`src/rtl/uart_tx_fifo.sv`:
```
// uart_tx_fifo: parametrised UART transmitter fed by a small transmit FIFO.
// Define UART_TX_PARITY_EN to insert a parity bit between data and stop bits.
module uart_tx_fifo #(
    parameter int CLKS_PER_BIT = 51,
    parameter int DATA_BITS    = 8,
    parameter int STOP_BITS    = 1,
    parameter int FIFO_DEPTH   = 4,
    parameter int PARITY_ODD   = 0
) (
    input  logic                        clk,
    input  logic                        rst,
    input  logic [DATA_BITS-1:0]        tx_data,
    input  logic                        tx_valid,
    output logic                        tx_ready,
    output logic                        tx,
    output logic                        busy,
    output logic [$clog2(FIFO_DEPTH):0] fifo_count,
    output logic                        baud_tick_o
);
    localparam int AW = $clog2(FIFO_DEPTH);
    localparam int BW = $clog2(CLKS_PER_BIT);

    typedef enum logic [2:0] {
        S_IDLE,
        S_START,
        S_DATA,
`ifdef UART_TX_PARITY_EN
        S_PARITY,
`endif
        S_STOP
    } state_t;

    state_t               r_state;
    logic [DATA_BITS-1:0] r_mem [FIFO_DEPTH];
    logic [AW-1:0]        r_wr_ptr, r_rd_ptr;
    logic [DATA_BITS-1:0] r_shift;
    logic [3:0]           r_bit;
    logic [BW-1:0]        r_baud;
    logic                 w_push, w_pop, w_tick, w_last_stop;
    logic [DATA_BITS-1:0] w_head;

    assign tx_ready    = fifo_count != (AW+1)'(FIFO_DEPTH);
    assign w_push      = tx_valid && tx_ready;
    assign w_tick      = r_state != S_IDLE && r_baud == BW'(CLKS_PER_BIT - 1);
    assign w_last_stop = r_state == S_STOP && w_tick && r_bit == 4'(STOP_BITS);
    // Pops happen only when a frame begins: from idle, or on the last stop tick.
    assign w_pop       = fifo_count != '0 && (r_state == S_IDLE || w_last_stop);
    assign w_head      = r_mem[r_rd_ptr];
    assign busy        = r_state != S_IDLE;
    assign baud_tick_o = w_tick;

    always_ff @(posedge clk)
        if (w_push) r_mem[r_wr_ptr] <= tx_data;

`ifdef UART_TX_PARITY_EN
    logic r_par;
    always_ff @(posedge clk)
        if (w_pop) r_par <= (PARITY_ODD != 0) ? ~^w_head : ^w_head;
`endif

    always_ff @(posedge clk) begin
        if (rst) begin
            r_state    <= S_IDLE;
            tx         <= 1'b1;
            fifo_count <= '0;
            r_wr_ptr   <= '0;
            r_rd_ptr   <= '0;
            r_shift    <= '0;
            r_bit      <= '0;
            r_baud     <= '0;
        end else begin
            if (w_push) r_wr_ptr <= r_wr_ptr + 1'b1;
            if (w_pop) r_rd_ptr <= r_rd_ptr + 1'b1;
            fifo_count <= fifo_count + (AW+1)'(w_push) - (AW+1)'(w_pop);
            r_baud     <= (r_state == S_IDLE || w_tick) ? '0 : r_baud + 1'b1;
            if (w_pop) begin
                r_shift <= w_head;
                tx      <= 1'b0;
                r_state <= S_START;
            end else if (w_tick) begin
                case (r_state)
                    S_START: begin
                        tx      <= r_shift[0];
                        r_shift <= r_shift >> 1;
                        r_bit   <= 4'd1;
                        r_state <= S_DATA;
                    end
                    S_DATA: begin
                        if (r_bit == 4'(DATA_BITS)) begin
`ifdef UART_TX_PARITY_EN
                            tx      <= r_par;
                            r_state <= S_PARITY;
`else
                            tx      <= 1'b1;
                            r_state <= S_STOP;
`endif
                            r_bit   <= 4'd1;
                        end else begin
                            tx      <= r_shift[0];
                            r_shift <= r_shift >> 1;
                            r_bit   <= r_bit + 4'd1;
                        end
                    end
`ifdef UART_TX_PARITY_EN
                    S_PARITY: begin
                        tx      <= 1'b1;
                        r_bit   <= 4'd1;
                        r_state <= S_STOP;
                    end
`endif
                    S_STOP: begin
                        if (r_bit == 4'(STOP_BITS)) r_state <= S_IDLE;
                        else r_bit <= r_bit + 4'd1;
                    end
                    default: r_state <= S_IDLE;
                endcase
            end
        end
    end
endmodule

```
`config.mk`:
```
export PLATFORM = sky130hd
export DESIGN_NAME = uart_tx_fifo
export DESIGN_NICKNAME = d
export VERILOG_FILES = /design/src/rtl/uart_tx_fifo.sv
export SDC_FILE = /design/constraint.sdc
export NUM_CORES = 1
export LEC_CHECK = 0
export BUFFER_PORTS_ARGS = -buffer_cell sky130_fd_sc_hd__buf_4
export CORE_ASPECT_RATIO = 1.25
export CORE_MARGIN = 1.5
export CORE_UTILIZATION = 45
export DETAILED_ROUTE_END_ITERATION = 16
export PLACE_DENSITY_LB_ADDON = 0.08
export SLEW_MARGIN = 25
export SYNTH_ARGS = -nofsm -noshare
export SYNTH_HDL_FRONTEND = slang
export SYNTH_SLANG_ARGS = --single-unit
```
`constraint.sdc`:
```
create_clock -name clk -period 3.6 [get_ports clk]
set_clock_uncertainty 0.2 [all_clocks]
set_input_delay 0.36 -clock clk [delete_from_list [all_inputs] [get_ports clk]]
set_output_delay 0.36 -clock clk [all_outputs]
set_load 0.03 [all_outputs]
```
==> key figures, run 1 <==
Run status
  • Status: finished clean

Detailed routing
  • # DRC: 0
  • Final wirelength: 4.99 mm
  • Antenna-violating nets left: 0
  • Routed vias: 1806
  • Routed length per instance: 14.9 um
  • Initial DRC Count: 83
  • DRT Pass-1 Iters: 6
  • DR vias/cell: 5.38

Synth
  • Syn_nets: 254
  • Ys Warns: 0
  • Area share of fa/ha/maj cells after synthesis: 0.0724
  • Multiplexer share of the synthesized area: 0.0741
  • Synthesized area per cell: 12.6 um2
  • Seq cells post-synth: 62
  • Post-synthesis compound-gate area fraction: 0.102
  • Distinct cell type count after synthesis: 49
  • Sequential fraction of the synthesis area: 0.544
  • Primary FF master, synth: edfxtp_1
  • Leading area contributor after synthesis: edfxtp_1
  • Most common cell in the synthesized netlist: edfxtp_1
  • Synth Area in Simple Gates: 0.151
  • Main combinational cell family by area after synthesis: simple AND/OR/NAND/NOR gates
  • Post-synth top cells: edfxtp_1, dfxtp_1, nand3_1, nor2_1, ha_1
  • Ys async rst share: 0
  • Cells after Synth: 227
  • Post-synth EDFFs: 32
  • Synth top area cells: edfxtp_1, dfxtp_1, ha_1
  • Post-synthesis xor/xnor area fraction: 0.0244
  • Synth Cell Area: 2870 um2
  • Post-synth top area share: 0.335

Critical path
  • CP cell instances: ha_1 -> and4bb_4 -> o32a_2 -> nand2_2 -> xnor2_1 -> ha_1 -> inv_1 -> fa_1 -> xor2_1 -> xnor2_1 -> nor2_1
  • Nature of the critical path startpoint: flop
  • Worst path slowest cell: dfxtp_1
  • Arrival @ worst endpoint: 2780 ps
  • Critical path endpoint category: flop
  • Critical path type: flop to flop
  • R2R Path Start: r_state[0]
  • Crit path from: r_state[0]
  • Max Fanout on Critical Path: 10
  • Worst endpoint required time: 3630 ps
  • Worst path max stage delay: 390 ps
  • Worst reg2reg path depth: 11
  • Reg2reg end: fifo_count[2]
  • Number of buffers and inverters on the critical path: 1
  • CP top delay family: adder cells
  • Reg2reg setup slack: 840 ps

Floorplan
  • Die height: 92.3 um
  • Die footprint: 6870 um2
  • # rows: 32
  • Die width: 74.4 um
  • Starting Density: 0.466
  • Core ar.: 6170 um2
  • I/O Pins: 18

Placed design
  • DP HPWL: 3.38 mm
  • GPL Wtd Cong: 0.769
  • Port Buffers: 17

Final layout
  • Fill cells: 549
  • Area Overhead vs Synth: 13.5%
  • Antenna cell count: 0
  • NumNets Final: 273
  • Final core utilization: 0.528
  • Share of layout cells above drive strength 1: 0.211

Clock network
  • CTS tree: built
  • CTS clk-pin slew, worst paths: 80 ps
  • Clk sinks: 62
  • Cts hold-fix bufs: 0
  • CTS resizes: 0
  • Post-CTS setup buffer count: 0
  • CTS buffer count: 9
  • Clk_lat worst skew: 340 ps
  • Max clock buf depth: 2
  • H-tree depth: 3
  • Root buffer cell: clkbuf_8

Min path
  • Hold Crit Start: tx_data[7]
  • Min-Delay Endpoint: r_mem[3][7]
  • Worst Hold Class: primary input to flop
  • Hold-critical path depth: 1

Power and ir drop
  • Pwr per Cell Area: 678 nW/um2
  • Reg power frac: 0.439
  • Switching portion of total power: 0.333
  • Clock group share of total power: 0.280
  • Combinational Power Share: 0.280
  • Int Power: 1.47 mW
  • Maximum vdd drop: 0.414 mV
  • Switch Pwr: 0.734 mW
  • Total power: 2.21 mW
  • Pleak: 1.15 nW

Timing
  • WHS: 15.1 ps
  • Final setup viols: 0
  • Fin crit period: 2760 ps
  • RSZ-0062 raised after global routing: no
  • Fmax achieved: 363 MHz
  • Slew Limit Headroom: 0.464
  • Setup TNS Final: 0 ps
  • Pins Over Slew Limit: 0
  • Hold Fails Final Rpt: 0
  • Worst Max-Slew Pin Slew: 804 ps
  • Period Utilization, post-route: 0.766

Global routing
  • GRT Overall Usage: 0.165
  • Initial antenna violation count: 0
  • Vias in the first global route: 1761
  • Largest net degree at the start of global routing: 27
  • First-pass GRT wire length: 8.34 mm
  • Global route overflow: 0

Flow run
  • Max-Cap Viols: 0
==> flip-flops by register name, indices dropped and copies added, names as in the netlist, named ones only <==
register / flops
r_baud: 6
r_rd_ptr: 2
r_mem: 32
fifo_count: 3
r_shift: 8
r_bit: 4
r_wr_ptr: 2
tx: 1
r_state: 2
==> how the worst max path moves through the flow <==
stage	end	depth (start not counted)
6_report	fifo_count[2]	11
3_5_place_dp	fifo_count[2]	11
2_1_floorplan	fifo_count[2]	12
4_1_cts	fifo_count[2]	11
3_3_place_gp	fifo_count[2]	11
5_1_grt	fifo_count[2]	11
==> cell type report <==
| type | count | area, um2 | share of cell area |
|---|---|---|---|
| inverter | 11 | 41.3 | 0.0127 |
| clock inverter | 7 | 80.1 | 0.0246 |
| clock buffer | 9 | 124 | 0.0380 |
| multi-input combinational | 145 | 1220 | 0.373 |
| sequential | 62 | 1560 | 0.479 |
| timing repair buffer | 17 | 128 | 0.0392 |
| tap | 85 | 106 | 0.0327 |
==> cells by family (layout without fill, tap and decap cells) <==
logic type | Yosys count | count (layout)
multiplexers | 11 | 11
flip-flops | 62 | 62
adder cells (fa/ha/maj) | 16 | 16
buffers and inverters | 20 | 44
XOR/XNOR | 8 | 8
AO/OA/AOI/OAI | 40 | 40
AND/OR/NAND/NOR | 70 | 70
==> cells in the final DEF (no fill, tap or decap), types with 3 or more instances in the layout <==
master,synthesis,routed
edfxtp_1,32,32
dfxtp_1,30,30
nor2_1,18,18
nand3_1,18,18
buf_4,2,17
ha_1,15,15
inv_1,11,11
o21ai_1,9,9
a311oi_1,9,9
clkbuf_8,0,9
mux4_2,8,8
nor3_1,7,7
a21oi_1,6,6
xnor2_1,5,5
and2_1,5,5
nor2b_1,4,4
xor2_1,3,3
inv_6,0,3
==> power by group through the flow <==
stage | logic, mW | clock network [mW] | registers [mW]
2_1_floorplan | 0.496 | 0 | 0.966
3_3_place_gp | 0.623 | 0 | 0.986
3_5_place_dp | 0.623 | 0 | 0.987
4_1_cts | 0.626 | 0.632 | 0.973
5_1_grt | 0.693 | 0.663 | 0.988
6_report | 0.619 | 0.619 | 0.970
==> through the flow <==
step                      cells  instance area, um2  setup slack [ps]
after floorplan             227                2870              1070
after global placement      320                3050               946
after detailed placement    320                3050               866
after CTS                   336                3260               853
after global routing        336                3260               693
final                       336                3260               844
==> routing by layer <==
layer  part of all wire  global-route usage  up-vias
met5                  0                   0        -
met4              0.020              0.0864        0
met3              0.035              0.0359       12
met2               0.51               0.262       37
met1               0.44               0.207      873
li1                   -                   -      884
No activity file was read; power rests on OpenSTA's default activity.
==> inputs of run 2 (changes only) <==
Clock period 3.6 ns to 2.5 ns, I/O delays scaled along.
==> run 2 against run 1 <==
- worst hold slack better by 38 ps
- wire length grew 5.5%
- maximum frequency increased by 15%
- register-to-register slack worse by 730 ps
- via count grew 3.2%
- design area rose by 8.5%
- setup slack lost 730 ps
- sequential share of layout area is 3.6 points lower
- sequential cell count did not move
- critical path type unchanged
==> key figures, run 2 (synthesis results as in run 1) <==
Floorplan
  • Core ar.: 6170 um2 (unchanged)
  • Die height: 92.3 um (unchanged)
  • Die footprint: 6870 um2 (unchanged)
  • Starting Density: 0.466 (unchanged)
  • # rows: 32 (unchanged)
  • I/O Pins: 18 (unchanged)
  • Die width: 74.4 um (unchanged)

Placed design
  • GPL Wtd Cong: 0.770 (+0.14%)
  • Port Buffers: 17 (unchanged)
  • DP HPWL: 3.52 mm (+4.3%)
  • Setup WS pre-CTS: 62.6 ps (-803 ps)
  • Dpl cells: 337 (+5.3%)

Critical path
  • Worst endpoint required time: 2530 ps (-1100 ps)
  • Worst reg2reg path depth: 11 (unchanged)
  • Reg2reg setup slack: 110 ps (-730 ps)
  • Nature of the critical path startpoint: flop
  • CP cell instances: ha_4 -> and4bb_4 -> o32a_4 -> nand2_4 -> xnor2_2 -> ha_2 -> inv_1 -> fa_2 -> xor2_1 -> xnor2_1 -> nor2_1
  • CP top delay family: adder cells
  • Arrival @ worst endpoint: 2420 ps (-360 ps)
  • Critical path type: flop to flop
  • Number of buffers and inverters on the critical path: 1 (unchanged)
  • Critical path endpoint category: flop
  • Max Fanout on Critical Path: 4 (-6)
  • WP depth: 11 (unchanged)
  • Worst path slowest cell: dfxtp_1
  • Worst path max stage delay: 380 ps (about the same)

Power and ir drop
  • Switch Pwr: 1.06 mW (+44%)
  • Reg power frac: 0.400 (-0.039)
  • Pwr per Cell Area: 957 nW/um2 (+41%)
  • Clock group share of total power: 0.279 (about the same)
  • Maximum vdd drop: 0.528 mV (+27%)
  • Switching portion of total power: 0.314 (-0.0190)
  • Int Power: 2.32 mW (+58%)
  • Combinational Power Share: 0.321 (+0.041)
  • Pleak: 1.28 nW (+12%)

Detailed routing
  • Initial DRC Count: 80 (-3.6%)
  • Final wirelength: 5.26 mm (+5.5%)
  • Routed length per instance: 14.6 um (-1.9%)
  • DR vias/cell: 5.16 (-4.0%)
  • Routed vias: 1863 (+3.2%)
  • # DRC: 0 (unchanged)
  • Antenna-violating nets left: 0 (unchanged)
  • DRT Pass-1 Iters: 4 (-2)

Global routing
  • Gr busiest metal: met2
  • Vias in the first global route: 1855 (+5.3%)
  • First-pass GRT wire length: 8.52 mm (+2.1%)
  • Global route overflow: 0 (unchanged)
  • Grt met2 use: 0.284 (+0.0223)
  • Met3 Use GR: 0.0326 (-0.00326)
  • Largest net degree at the start of global routing: 27 (unchanged)
  • Initial antenna violation count: 0 (unchanged)
  • GRT Overall Usage: 0.170 (+0.00569)
  • Met1 usage: 0.201 (-0.00549)

Clock network
  • CTS clk-pin slew, worst paths: 80 ps (about the same)
  • CTS tree: built
  • H-tree depth: 3 (unchanged)
  • Clk_lat worst skew: 340 ps (about the same)
  • Post-CTS setup buffer count: 0 (unchanged)
  • Max clock buf depth: 2 (unchanged)
  • CTS buffer count: 9 (unchanged)
  • Clk sinks: 62 (unchanged)
  • Root buffer cell: clkbuf_8

Timing
  • Period Utilization, post-route: 0.956 (+0.190)
  • RSZ-0062 raised after global routing: no
  • Setup TNS Final: 0 ps (unchanged)
  • Final worst slack: 110 ps (-733 ps)
  • Hold Fails Final Rpt: 0 (unchanged)
  • Slew Limit Headroom: 0.615 (+0.151)
  • Fmax achieved: 418 MHz (+15%)
  • Worst Max-Slew Pin Slew: 577 ps (-227 ps)
  • Pins Over Slew Limit: 0 (unchanged)
  • Final setup viols: 0 (unchanged)
  • Fin crit period: 2390 ps (-367 ps)

Final layout
  • Max reg flops: 32 (unchanged)
  • Antenna cell count: 0 (unchanged)
  • Highest-count cells in the layout ignoring fill and taps: buf_4, edfxtp_1, dfxtp_1, nor2_1, nand3_1
  • Area Overhead vs Synth: 23.1%
  • Largest reg by FF count: r_mem
  • Top Registers: r_mem: 32 flops, r_shift: 8 flops, r_baud: 6 flops
  • Final core utilization: 0.573 (+0.0450)
  • Post-route insts no fill: 361 (+7.4%)
  • Share of layout cells above drive strength 1: 0.293 (+0.0823)
  • Most common cell after layout, fill and taps aside: buf_4
  • NumNets Final: 298 (+9.2%)

Min path
  • Worst Hold Class: primary input to flop
  • Hold-critical path depth: 2 (+1)

Flow run
  • Max-Cap Viols: 0 (unchanged)

Run status
  • Status: finished clean
==> run 2: routing by layer <==
metal	routed length, um	up-vias
met4	114	0
met2	2690	29
met3	144	11
met5	0	-
li1	-	936
met1	2310	887
==> run 2: power by group through the flow <==
stage / clock network (mW) / logic (mW) / registers [mW]
global placement: 0 / 1.05 / 1.36
floorplan: 0 / 0.726 / 1.39
global route: 1.01 / 1.20 / 1.37
finish: 0.945 / 1.08 / 1.35
CTS: 0.974 / 1.06 / 1.35
detailed placement: 0 / 1.05 / 1.36
==> run 2: path summary, 6_finish.rpt <==
check	startpoint	endpoint
setup reg to reg	r_bit[0]	fifo_count[2]
hold / removal	rst	fifo_count[1]
hold reg to reg	r_baud[0]	r_baud[0]
setup / recovery	r_bit[0]	fifo_count[2]
==> run 2: what timing repair did <==
item	CTS	global route
hold endpoints to repair	32	0
hold buffers	8	0
resized for setup	0	15
setup endpoints to repair	0	1
==> run 2: final cells by class <==
type,instances,area [um2]
Sequential cell,62,1570
Clock inverter,7,88.8
Fill cell,558,2630
Multi-Input combinational cell,145,1270
Tap cell,85,106
Clock buffer,9,124
Timing Repair Buffer,42,335
Inverter,11,41.3
==> run 2: through the flow <==
| stage | area, um2 | power [mW] | hold WS, ps |
|---|---|---|---|
| global route | 3530 | 3.58 | 44.3 |
| floorplan | 2880 | 2.12 | 149 |
| detailed placement | 3190 | 2.41 | 254 |
| global placement | 3190 | 2.41 | 244 |
| finish | 3530 | 3.38 | 53.1 |
| CTS | 3480 | 3.38 | 30.4 |
